--- src/rtl/wb_arb_pkg.sv ---
// Shared types for the register-file write-port arbiter.
// Pending-entry layout, widths and the x0 address constant.
package wb_arb_pkg;

  localparam int REG_ADDR_W = 5;
  localparam int DATA_W     = 32;

  localparam logic [REG_ADDR_W-1:0] REG_ZERO = 5'd0;

  typedef struct packed {
    logic                  live;
    logic [REG_ADDR_W-1:0] dst;
    logic [DATA_W-1:0]     data;
  } pend_entry_t;

  function automatic logic is_reg_zero(
    input logic [REG_ADDR_W-1:0] a
  );
    return a == REG_ZERO;
  endfunction

endpackage

--- src/rtl/wb_pending_fifo.sv ---
// Pending queue of multi-cycle results awaiting a free write slot.
// Ports: push/pop, head view, count, kill-by-dst and two dst match ports.
module wb_pending_fifo
  import wb_arb_pkg::*;
#(
  parameter int DEPTH = 4
) (
  input  logic                           clk,
  input  logic                           rst_n,
  input  logic                           push_i,
  input  logic [REG_ADDR_W-1:0]          push_dst_i,
  input  logic [DATA_W-1:0]              push_data_i,
  input  logic                           pop_i,
  input  logic                           kill_i,
  input  logic [REG_ADDR_W-1:0]          kill_dst_i,
  input  logic [REG_ADDR_W-1:0]          qa_i,
  input  logic [REG_ADDR_W-1:0]          qb_i,
  output logic                           hit_a_o,
  output logic                           hit_b_o,
  output pend_entry_t                    head_o,
  output logic [$clog2(DEPTH+1)-1:0]     count_o
);

  localparam int PW = $clog2(DEPTH);
  localparam int CW = $clog2(DEPTH+1);

  pend_entry_t      mem_q [DEPTH];
  logic [PW-1:0]    head_q;
  logic [PW-1:0]    tail_q;
  logic [CW-1:0]    count_q;

  logic do_push;
  logic do_pop;

  assign do_push = push_i && (count_q != CW'(DEPTH));
  assign do_pop  = pop_i && (count_q != '0);

  always_ff @(posedge clk or negedge rst_n) begin
    if (!rst_n) begin
      for (int i = 0; i < DEPTH; i++) begin
        mem_q[i] <= '0;
      end
      head_q  <= '0;
      tail_q  <= '0;
      count_q <= '0;
    end else begin
      // Kill only touches entries already queued; the tail write
      // below lands after it, so a same-cycle push stays live.
      for (int i = 0; i < DEPTH; i++) begin
        if (kill_i && mem_q[i].live &&
            mem_q[i].dst == kill_dst_i) begin
          mem_q[i].live <= 1'b0;
        end
      end
      if (do_pop) begin
        mem_q[head_q].live <= 1'b0;
        head_q <= head_q + 1'b1;
      end
      if (do_push) begin
        mem_q[tail_q] <= '{
          live: 1'b1,
          dst:  push_dst_i,
          data: push_data_i
        };
        tail_q <= tail_q + 1'b1;
      end
      unique case ({do_push, do_pop})
        2'b10:   count_q <= count_q + 1'b1;
        2'b01:   count_q <= count_q - 1'b1;
        default: count_q <= count_q;
      endcase
    end
  end

  // Live bits are cleared on pop, so live implies occupied.
  always_comb begin
    hit_a_o = 1'b0;
    hit_b_o = 1'b0;
    for (int i = 0; i < DEPTH; i++) begin
      if (mem_q[i].live && mem_q[i].dst == qa_i) hit_a_o = 1'b1;
      if (mem_q[i].live && mem_q[i].dst == qb_i) hit_b_o = 1'b1;
    end
    if (is_reg_zero(qa_i)) hit_a_o = 1'b0;
    if (is_reg_zero(qb_i)) hit_b_o = 1'b0;
  end

  assign head_o  = mem_q[head_q];
  assign count_o = count_q;

endmodule

--- src/rtl/wb_port_arbiter.sv ---
// Arbitrates the single RF write port: pipeline first, queued MC results after.
// Ports: pipe_* / mc_* in, rf_* out, pend_hit_* for decode, stall_req, occupancy.
module wb_port_arbiter
  import wb_arb_pkg::*;
#(
  parameter int DEPTH    = 4,
  parameter int MAX_WAIT = 8
) (
  input  logic                        clk,
  input  logic                        rst_n,
  input  logic                        pipe_wb_in,
  input  logic [DATA_W-1:0]           pipe_data_in,
  input  logic [REG_ADDR_W-1:0]       pipe_dst_in,
  input  logic                        mc_valid,
  input  logic [DATA_W-1:0]           mc_data,
  input  logic [REG_ADDR_W-1:0]       mc_dst,
  output logic                        mc_ready,
  output logic                        rf_we,
  output logic [REG_ADDR_W-1:0]       rf_waddr,
  output logic [DATA_W-1:0]           rf_wdata,
  input  logic [REG_ADDR_W-1:0]       query_a,
  input  logic [REG_ADDR_W-1:0]       query_b,
  output logic                        pend_hit_a,
  output logic                        pend_hit_b,
  output logic                        stall_req,
  output logic [$clog2(DEPTH+1)-1:0]  occupancy
);

  localparam int CW = $clog2(DEPTH+1);
  localparam int WW = $clog2(MAX_WAIT+1);

  logic                  pipe_grant;
  logic                  push;
  logic                  pop;
  logic [CW-1:0]         count;
  pend_entry_t           head;

  logic                  rf_we_q,    rf_we_d;
  logic [REG_ADDR_W-1:0] rf_waddr_q, rf_waddr_d;
  logic [DATA_W-1:0]     rf_wdata_q, rf_wdata_d;
  logic [WW-1:0]         wait_q,     wait_d;
  logic                  stall_q,    stall_d;

  assign pipe_grant = pipe_wb_in && !is_reg_zero(pipe_dst_in);
  assign mc_ready   = count < CW'(DEPTH);
  // x0 results complete the handshake but are never stored.
  assign push       = mc_valid && mc_ready && !is_reg_zero(mc_dst);
  assign pop        = !pipe_grant && (count != '0);

  wb_pending_fifo #(
    .DEPTH(DEPTH)
  ) u_fifo (
    .clk         (clk),
    .rst_n       (rst_n),
    .push_i      (push),
    .push_dst_i  (mc_dst),
    .push_data_i (mc_data),
    .pop_i       (pop),
    .kill_i      (pipe_grant),
    .kill_dst_i  (pipe_dst_in),
    .qa_i        (query_a),
    .qb_i        (query_b),
    .hit_a_o     (pend_hit_a),
    .hit_b_o     (pend_hit_b),
    .head_o      (head),
    .count_o     (count)
  );

  always_comb begin
    rf_we_d    = 1'b0;
    rf_waddr_d = rf_waddr_q;
    rf_wdata_d = rf_wdata_q;
    unique case (1'b1)
      pipe_grant: begin
        rf_we_d    = 1'b1;
        rf_waddr_d = pipe_dst_in;
        rf_wdata_d = pipe_data_in;
      end
      (pop && head.live): begin
        rf_we_d    = 1'b1;
        rf_waddr_d = head.dst;
        rf_wdata_d = head.data;
      end
      default: ;
    endcase
  end

  // Counts cycles a non-empty queue loses the slot to the pipeline.
  always_comb begin
    wait_d = wait_q;
    if (pop || count == '0) begin
      wait_d = '0;
    end else if (wait_q != WW'(MAX_WAIT)) begin
      wait_d = wait_q + 1'b1;
    end
    stall_d = (wait_d == WW'(MAX_WAIT));
  end

  always_ff @(posedge clk or negedge rst_n) begin
    if (!rst_n) begin
      rf_we_q    <= 1'b0;
      rf_waddr_q <= '0;
      rf_wdata_q <= '0;
      wait_q     <= '0;
      stall_q    <= 1'b0;
    end else begin
      rf_we_q    <= rf_we_d;
      rf_waddr_q <= rf_waddr_d;
      rf_wdata_q <= rf_wdata_d;
      wait_q     <= wait_d;
      stall_q    <= stall_d;
    end
  end

  assign rf_we     = rf_we_q;
  assign rf_waddr  = rf_waddr_q;
  assign rf_wdata  = rf_wdata_q;
  assign stall_req = stall_q;
  assign occupancy = count;

endmodule
--- config.mk ---
export PLATFORM = sky130hd
export DESIGN_NAME = wb_port_arbiter
export DESIGN_NICKNAME = d
export VERILOG_FILES = /design/src/rtl/wb_arb_pkg.sv /design/src/rtl/wb_pending_fifo.sv /design/src/rtl/wb_port_arbiter.sv
export SDC_FILE = /design/constraint.sdc
export NUM_CORES = 1
export LEC_CHECK = 0
export ABC_AREA = 1
export BUFFER_PORTS_ARGS = -buffer_cell sky130_fd_sc_hd__buf_2
export CAP_MARGIN = 5
export CORE_ASPECT_RATIO = 0.7
export CORE_MARGIN = 5
export CORE_UTILIZATION = 54
export CTS_BUF_LIST = sky130_fd_sc_hd__clkbuf_4 sky130_fd_sc_hd__clkbuf_8 sky130_fd_sc_hd__clkbuf_16
export DETAILED_ROUTE_END_ITERATION = 8
export GPL_TIMING_DRIVEN = 0
export PLACE_DENSITY = 0.79
export SETUP_SLACK_MARGIN = 0.05
export SYNTH_ARGS = -nofsm -noshare
export SYNTH_HDL_FRONTEND = slang
export SYNTH_SLANG_ARGS = --single-unit
--- constraint.sdc ---
create_clock -name clk -period 2.4 [get_ports clk]
set_clock_uncertainty 0.2 [all_clocks]
set_input_delay 0.12 -clock clk [delete_from_list [all_inputs] [get_ports clk]]
set_output_delay 0.12 -clock clk [all_outputs]
set_load 0.005 [all_outputs]
==> results.yml, run 1 <==
detailed_routing:
  post_drt_wl_per_cell_um: 17.6
  first_pass_iters: 5
  drcViolationCount: 0
  wl_mm: 33.4
  first_iter_violations: 1089
  ant_nets: 0
  via_per_inst: 5.44
  vias: 10355
critical_path:
  crit_path_start_kind: "input pin"
  cp_slowest_cell: "dlygate4sd3_1"
  cp.depth: 13
  cp_common_cell: "nand2_4"
  critPathMaxFanout: 7
  cpLargestDelayFamily: "buffers and inverters"
  critPathBufInv: 4
  crit_path_end_kind: "flip-flop"
  worstSetupPathType: "input pin to flip-flop"
  critical_path_required_ps: 2570
  critPathMaxStageDelay_ps: 540
  worstPathCellList: "dlygate4sd3_1 > buf_2 > nor2_2 > nand3_2 > nand2_4 > nand2_4 > inv_2 > ha_1 > inv_1 > fa_1 > a21oi_1 > o21ai_0 > xor2_1"
  arrival_ps: 2400
  r2r_cells: 10
synth:
  yosysTopAreaCell: "dfrtp_1"
  syn-num-nets: 1519
  syn_inst: 1419
  synth-compound-area-share_pct: 8.58
  synth-simple-area-share_pct: 33.1
  synthesis.area_mm2: 0.0104
  synth_mux_area_share_pct: 0
  ys.flop_type: "dfrtp_1"
  synth_xor_area_share_pct: 0.843
  synth_cell_types: 25
  ys_ff_latch: 202
  synth.most_common_cell: "nand2_1"
  synth_commonest_cells: "nand2_1 (649), dfrtp_1 (202), o21ai_0 (166)"
  synth_top_family_by_area: "simple AND/OR/NAND/NOR gates"
  yosysSeqAreaShare_pct: 48.7
  netlist.area_leader.share_pct: 48.7
  ys_warn_count: 0
  yosys-top-cells-area: "dfrtp_1 (49%), nand2_1 (23%), o21ai_0 (8.0%)"
  synth_adder_area_share_pct: 1.52
  synth_edf_count: 0
  async_flop_share_pct: 100
  syn_avg_cell_area_um2: 7.32
clock_network:
  cts.clk_slew.worst_paths_ps: 60
  cts_root_buf: "clkbuf_16"
  clockBufferDepth: 3
  numCtsBuffers: 20
  cts_setup_buffers: 0
  clk_latency_ps: 500
  cts_tree: "built"
  clock-sinks: 202
  cts_htree_levels: 1
floorplanning:
  die_h_um: 126
  initial_core_util_pct: 54.9
  die_area_mm2: 0.0221
  core_mm2: 0.0189
  die_x_um: 176
  rows: 42
  num_io_pins: 133
global_routing:
  first_global_vias: 9879
  grt_max_degree: 125
  grt_pass1_wl_mm: 53.1
  antenna_found_initial: 0
  track_usage_pct: 29.9
  overflow: 0
timing:
  setup_tns_ps: 0
  fin_crit_sh_pct: 93.3
  slew_viol_final: 0
  setup_viol: 0
  slew_headroom_pct: 55.4
  max_clock_freq_mhz: 447
  rsz0062_at_grt: "true"
  finalCriticalPeriod_ps: 2240
  hold_viol: 8
  hold_slack_ps: -12.4
  max_slew.worst_pin.slew_ps: 669
power_and_ir_drop:
  leakagePower_nw: 6.81
  vdd_drop_max_mv: 0.629
  power_density_mw_per_mm2: 1250
  p_total_mw: 16.0
placement:
  placed_area_mm2: 0.0114
  dp.final_hpwl_mm: 23.1
  io_buffers: 130
  gp_congestion: 0.941
  dp.cells: 1792
cells_and_area:
  final_cells: 1904
  drive_above_1_share_pct: 14.6
  diodes: 0
  finish.instance_area_mm2: 0.0128
  fin_nets: 1751
  syn_to_final_growth_pct: 23.5
outcome:
  violations: "hold timing"
  outcome: "finished, violations left"
worst_hold_path:
  holdCritPathClass: "input pin to async pin"
run:
  maxCapViolCount: 0
==> worst paths after layout <==
| check | from | end | slack, ps |
|---|---|---|---|
| min reg2reg | u_fifo.mem_q[117] | u_fifo.mem_q[117] | 280 |
| max | pipe_dst_in[0] | u_fifo.count_o[2] | 160 |
| min | rst_n | wait_q[1] | -10 |
| max in group asynchronous | rst_n | u_fifo.mem_q[34] | 990 |
| max reg2reg | u_fifo.count_o[0] | u_fifo.count_o[2] | 190 |
| min in group clk | pipe_data_in[15] | rf_wdata[15] | 250 |
==> timing repair <==
item,CTS,global route
hold buffers,79,0
endpoints found under the hold margin,270,0
resized for setup,0,5
setup endpoints to repair,0,9
==> power breakdown <==
| part | internal [mW] | switching (mW) |
|---|---|---|
| Sequential | 4.96 | 1.14 |
| Combinational | 2.44 | 4.38 |
| Clock | 1.82 | 1.29 |
==> final cells by class <==
cell class | instances | area (µm²)
plain buffers | 77 | 414
well taps | 242 | 303
fillers | 1560 | 6090
flip-flops and latches | 202 | 5060
multi-input cells | 1048 | 4580
clock buffers | 32 | 639
repair buffers | 210 | 1480
inverters | 92 | 345
clock inverters | 1 | 5.00
==> cell families (layout without fill, tap and decap cells) <==
| group | after synthesis | count (layout) |
|---|---|---|
| buffers and inverters | 169 | 412 |
| flip-flops | 202 | 202 |
| AND/OR/NAND/NOR | 848 | 848 |
| XOR/XNOR | 10 | 10 |
| AO/OA/AOI/OAI | 178 | 178 |
| adder cells (fa/ha/maj) | 12 | 12 |
==> cells in the final DEF (no fill, tap or decap), types with 2 or more instances in the layout <==
| cell | instances |
|---|---|
| xor2_1 | 9 |
| buf_2 | 175 |
| inv_1 | 84 |
| buf_6 | 4 |
| nor3_1 | 3 |
| a21oi_1 | 12 |
| nand2_1 | 649 |
| ha_1 | 11 |
| clkbuf_1 | 15 |
| buf_4 | 10 |
| clkbuf_8 | 5 |
| clkbuf_16 | 21 |
| nor2_1 | 48 |
| nand3_2 | 2 |
| nand4_1 | 9 |
| buf_1 | 2 |
| inv_2 | 8 |
| o21ai_0 | 166 |
| nand3_1 | 128 |
| dlygate4sd3_1 | 79 |
| dfrtp_1 | 201 |
| nor2_2 | 2 |
| clkbuf_4 | 6 |
| nand2_4 | 2 |
==> per-stage QoR <==
| step | utilization [%] | worst slack (ps) |
|---|---|---|
| after floorplan | - | 363 |
| after global placement | 59.9 | -2300 |
| after detailed placement | 60.1 | 91.4 |
| after CTS | 67.7 | 70.9 |
| after global routing | 67.8 | 36.6 |
| final | 67.8 | 162 |
==> registers in the layout (all words and copies together), names as in the netlist <==
| register | flops |
|---|---|
| u_fifo.mem_q | 152 |
| rf_wdata | 32 |
| rf_waddr | 5 |
| wait_q | 4 |
| u_fifo.count_o | 3 |
| u_fifo.head_q | 2 |
| u_fifo.tail_q | 2 |
| rf_we | 1 |
| stall_req | 1 |
==> per-layer routing <==
layer  part of all wire [%]  vias up  GRT usage (%)
li1                       -     4930              -
met1                     46     4896           46.2
met2                     42      466           42.8
met3                     10       63           7.22
met4                    2.1        0           6.78
met5                      0        -              0
(Power assumes the default switching activity.)
==> run 2, diff against run 1 <==
--- a/config.mk
+++ b/config.mk
@@ -18,4 +18,5 @@
 export SETUP_SLACK_MARGIN = 0.05
 export SYNTH_ARGS = -nofsm -noshare
 export SYNTH_HDL_FRONTEND = slang
+export SYNTH_HIERARCHICAL = 1
 export SYNTH_SLANG_ARGS = --single-unit
==> results.yml, run 2 <==
outcome:
  outcome: "finished, final reports clean"
placement:
  dp.final_hpwl_mm: 23.7
  gp_congestion: 0.941
  dp.cells: 1677
  io_buffers: 132
critical_path:
  worstSetupPathType: "flip-flop to flip-flop"
  arrival_ps: 2490
  crit_path_start_kind: "flip-flop"
  cp_common_cell: "buf_4"
  r2r_setup_slack_ps: 60
  cp_slowest_cell: "dfrtp_1"
  critPathBufInv: 5
  worstPathCellList: "buf_4 > buf_2 > o21ai_0 > o22ai_2 > inv_1 > buf_4 > buf_4 > o211ai_1 > nand3_1"
  crit_path_end_kind: "flip-flop"
  critPathMaxFanout: 10
  cpLargestDelayFamily: "buffers and inverters"
  critical_path_required_ps: 2560
  critPathMaxStageDelay_ps: 360
cells_and_area:
  diodes: 0
  final_common_cell: "nand2_1"
  final_cells: 1810
  regMostFlops: "u_fifo/mem_q"
  syn_to_final_growth_pct: 26.9
  final_cell_mix: "nand2_1 (333), o21ai_0 (209), dfrtp_1 (198), buf_2 (151), nor2_1 (120)"
  fin_nets: 1654
  largest_reg_flops: 152
  drive_above_1_share_pct: 17.6
synth:
  synth_commonest_cells: "nand2_1 (335), o21ai_0 (209), dfrtp_1 (202)"
  netlist.area_leader.share_pct: 48.9
  yosysTopAreaCell: "dfrtp_1"
  syn-num-nets: 1402
  yosysSeqAreaShare_pct: 48.9
  synth.most_common_cell: "nand2_1"
  synth_edf_count: 0
  synth_cell_types: 30
  syn_inst: 1302
  ys_ff_latch: 202
  yosys-top-cells-area: "dfrtp_1 (49%), nand2_1 (12%), o21ai_0 (10%)"
  async_flop_share_pct: 100
  synthesis.area_mm2: 0.0103
  ys.flop_type: "dfrtp_1"
  ys_warn_count: 6
  syn_avg_cell_area_um2: 7.94
global_routing:
  antenna_found_initial: 3
  grt_max_degree: 122
  track_usage_pct: 30.9
  grt_pass1_wl_mm: 54.5
  first_global_vias: 9933
  overflow: 0
timing:
  rsz0062_at_grt: "true"
  hold_viol: 0
  finalCriticalPeriod_ps: 2340
  max_slew.worst_pin.slew_ps: 912
  slew_headroom_pct: 39.2
  setup_viol: 0
  fin_crit_sh_pct: 97.3
  slew_viol_final: 0
  max_clock_freq_mhz: 428
  setup_tns_ps: 0
clock_network:
  numCtsBuffers: 21
  cts_tree: "built"
  cts_root_buf: "clkbuf_16"
  cts.clk_slew.worst_paths_ps: 60
  clk_latency_ps: 510
  cts_htree_levels: 1
  clockBufferDepth: 3
  clock-sinks: 202
floorplanning:
  die_x_um: 175
  num_io_pins: 133
  die_area_mm2: 0.0220
  die_h_um: 126
  core_mm2: 0.0189
  initial_core_util_pct: 54.8
  rows: 42
power_and_ir_drop:
  leakagePower_nw: 6.52
  vdd_drop_max_mv: 0.884
  power_density_mw_per_mm2: 1300
  p_total_mw: 17.1
detailed_routing:
  drcViolationCount: 0
  ant_nets: 0
  wl_mm: 35.1
  via_per_inst: 5.84
  post_drt_wl_per_cell_um: 19.4
  first_iter_violations: 1553
  first_pass_iters: 5
  vias: 10577
run:
  maxCapViolCount: 0
worst_hold_path:
  holdCritPathClass: "input pin to flip-flop"
run 2: cell types whose count changed after synthesis, sizes merged, moves of 3 or more:
cell | before | now
xor2 | 9 | 6
nand2 | 651 | 340
inv | 92 | 96
o22ai | 0 | 39
nor2 | 52 | 123
a21oi | 12 | 22
nand3 | 131 | 58
o211ai | 0 | 37
nand4 | 9 | 39
buf | 62 | 52
o21ai | 166 | 235
clkbuf | 15 | 35
run 2: layer usage:
metal  global-route usage [%]  routed length (µm)  up-vias
li1                         -                   -     4833
met1                     45.3               14700     4995
met2                     44.7               14700      663
met3                     10.9                4910       82
met4                     6.28                 776        4
met5                        0                  19        -
run 2: power by group:
part | internal (mW) | total [mW] | switching, mW
logic | 2.74 | 7.65 | 4.91
clock network | 1.96 | 3.28 | 1.31
registers | 4.98 | 6.18 | 1.20
total | 9.68 | 17.1 | 7.42
run 2: area by class of cell:
type | count | area, µm²
multi-input cells | 917 | 4430
inverters | 96 | 368
flip-flops and latches | 202 | 5060
repair buffers | 232 | 1670
well taps | 242 | 303
fillers | 1496 | 5750
plain buffers | 84 | 586
clock inverters | 5 | 56.3
clock buffers | 32 | 646
run 2: worst reg2reg max path: cells and delay by family (launching register included):
family | cells | cell delay, ps
compound gates | 3 | 620
buf+inv | 5 | 880
flops | 1 | 360
simple gates | 1 | 130
run 2: metrics by stage:
stage	instance area, µm²	setup slack (ps)	hold slack, ps	util [%]
after CTS	13000	39.4	20.1	69.1
after detailed placement	11300	-506	67.5	60.1
after floorplan	10300	70.5	-376	-
final	13100	64.2	49.8	69.5
after global placement	11300	-2730	144	59.9
after global routing	13100	8.93	45.6	69.5
run 2: repair_timing:
action | CTS | global route
endpoints found under the hold margin | 313 | 0
buffers inserted | 4 | 3
gates resized for setup | 29 | 24
cloned | 0 | 1
hold buffers | 91 | 0
endpoints found under the setup margin | 40 | 41
pin swaps | 1 | 9
run 2: worst paths after layout:
check | to | depth (start not counted) | startpoint
max in group asynchronous | u_fifo/mem_q[13] | 3 | rst_n
min | u_fifo/mem_q[113] | 6 | pipe_dst_in[0]
min in group asynchronous | wait_q[1] | 2 | rst_n
max reg2reg | rf_wdata[21] | 9 | u_fifo/head_q[0]
min reg2reg | u_fifo/mem_q[42] | 2 | u_fifo/mem_q[42]
max | rf_wdata[21] | 9 | u_fifo/head_q[0]
run 2: kinds of logic after synthesis:
| group | Yosys count | synth area share, % |
|---|---|---|
| xor+xnor | 7 | 0.593 |
| compound gates | 334 | 17.7 |
| simple gates | 564 | 22.4 |
| flops | 202 | 48.9 |
| buf+inv | 183 | 8.82 |
| fa+ha+maj | 12 | 1.53 |
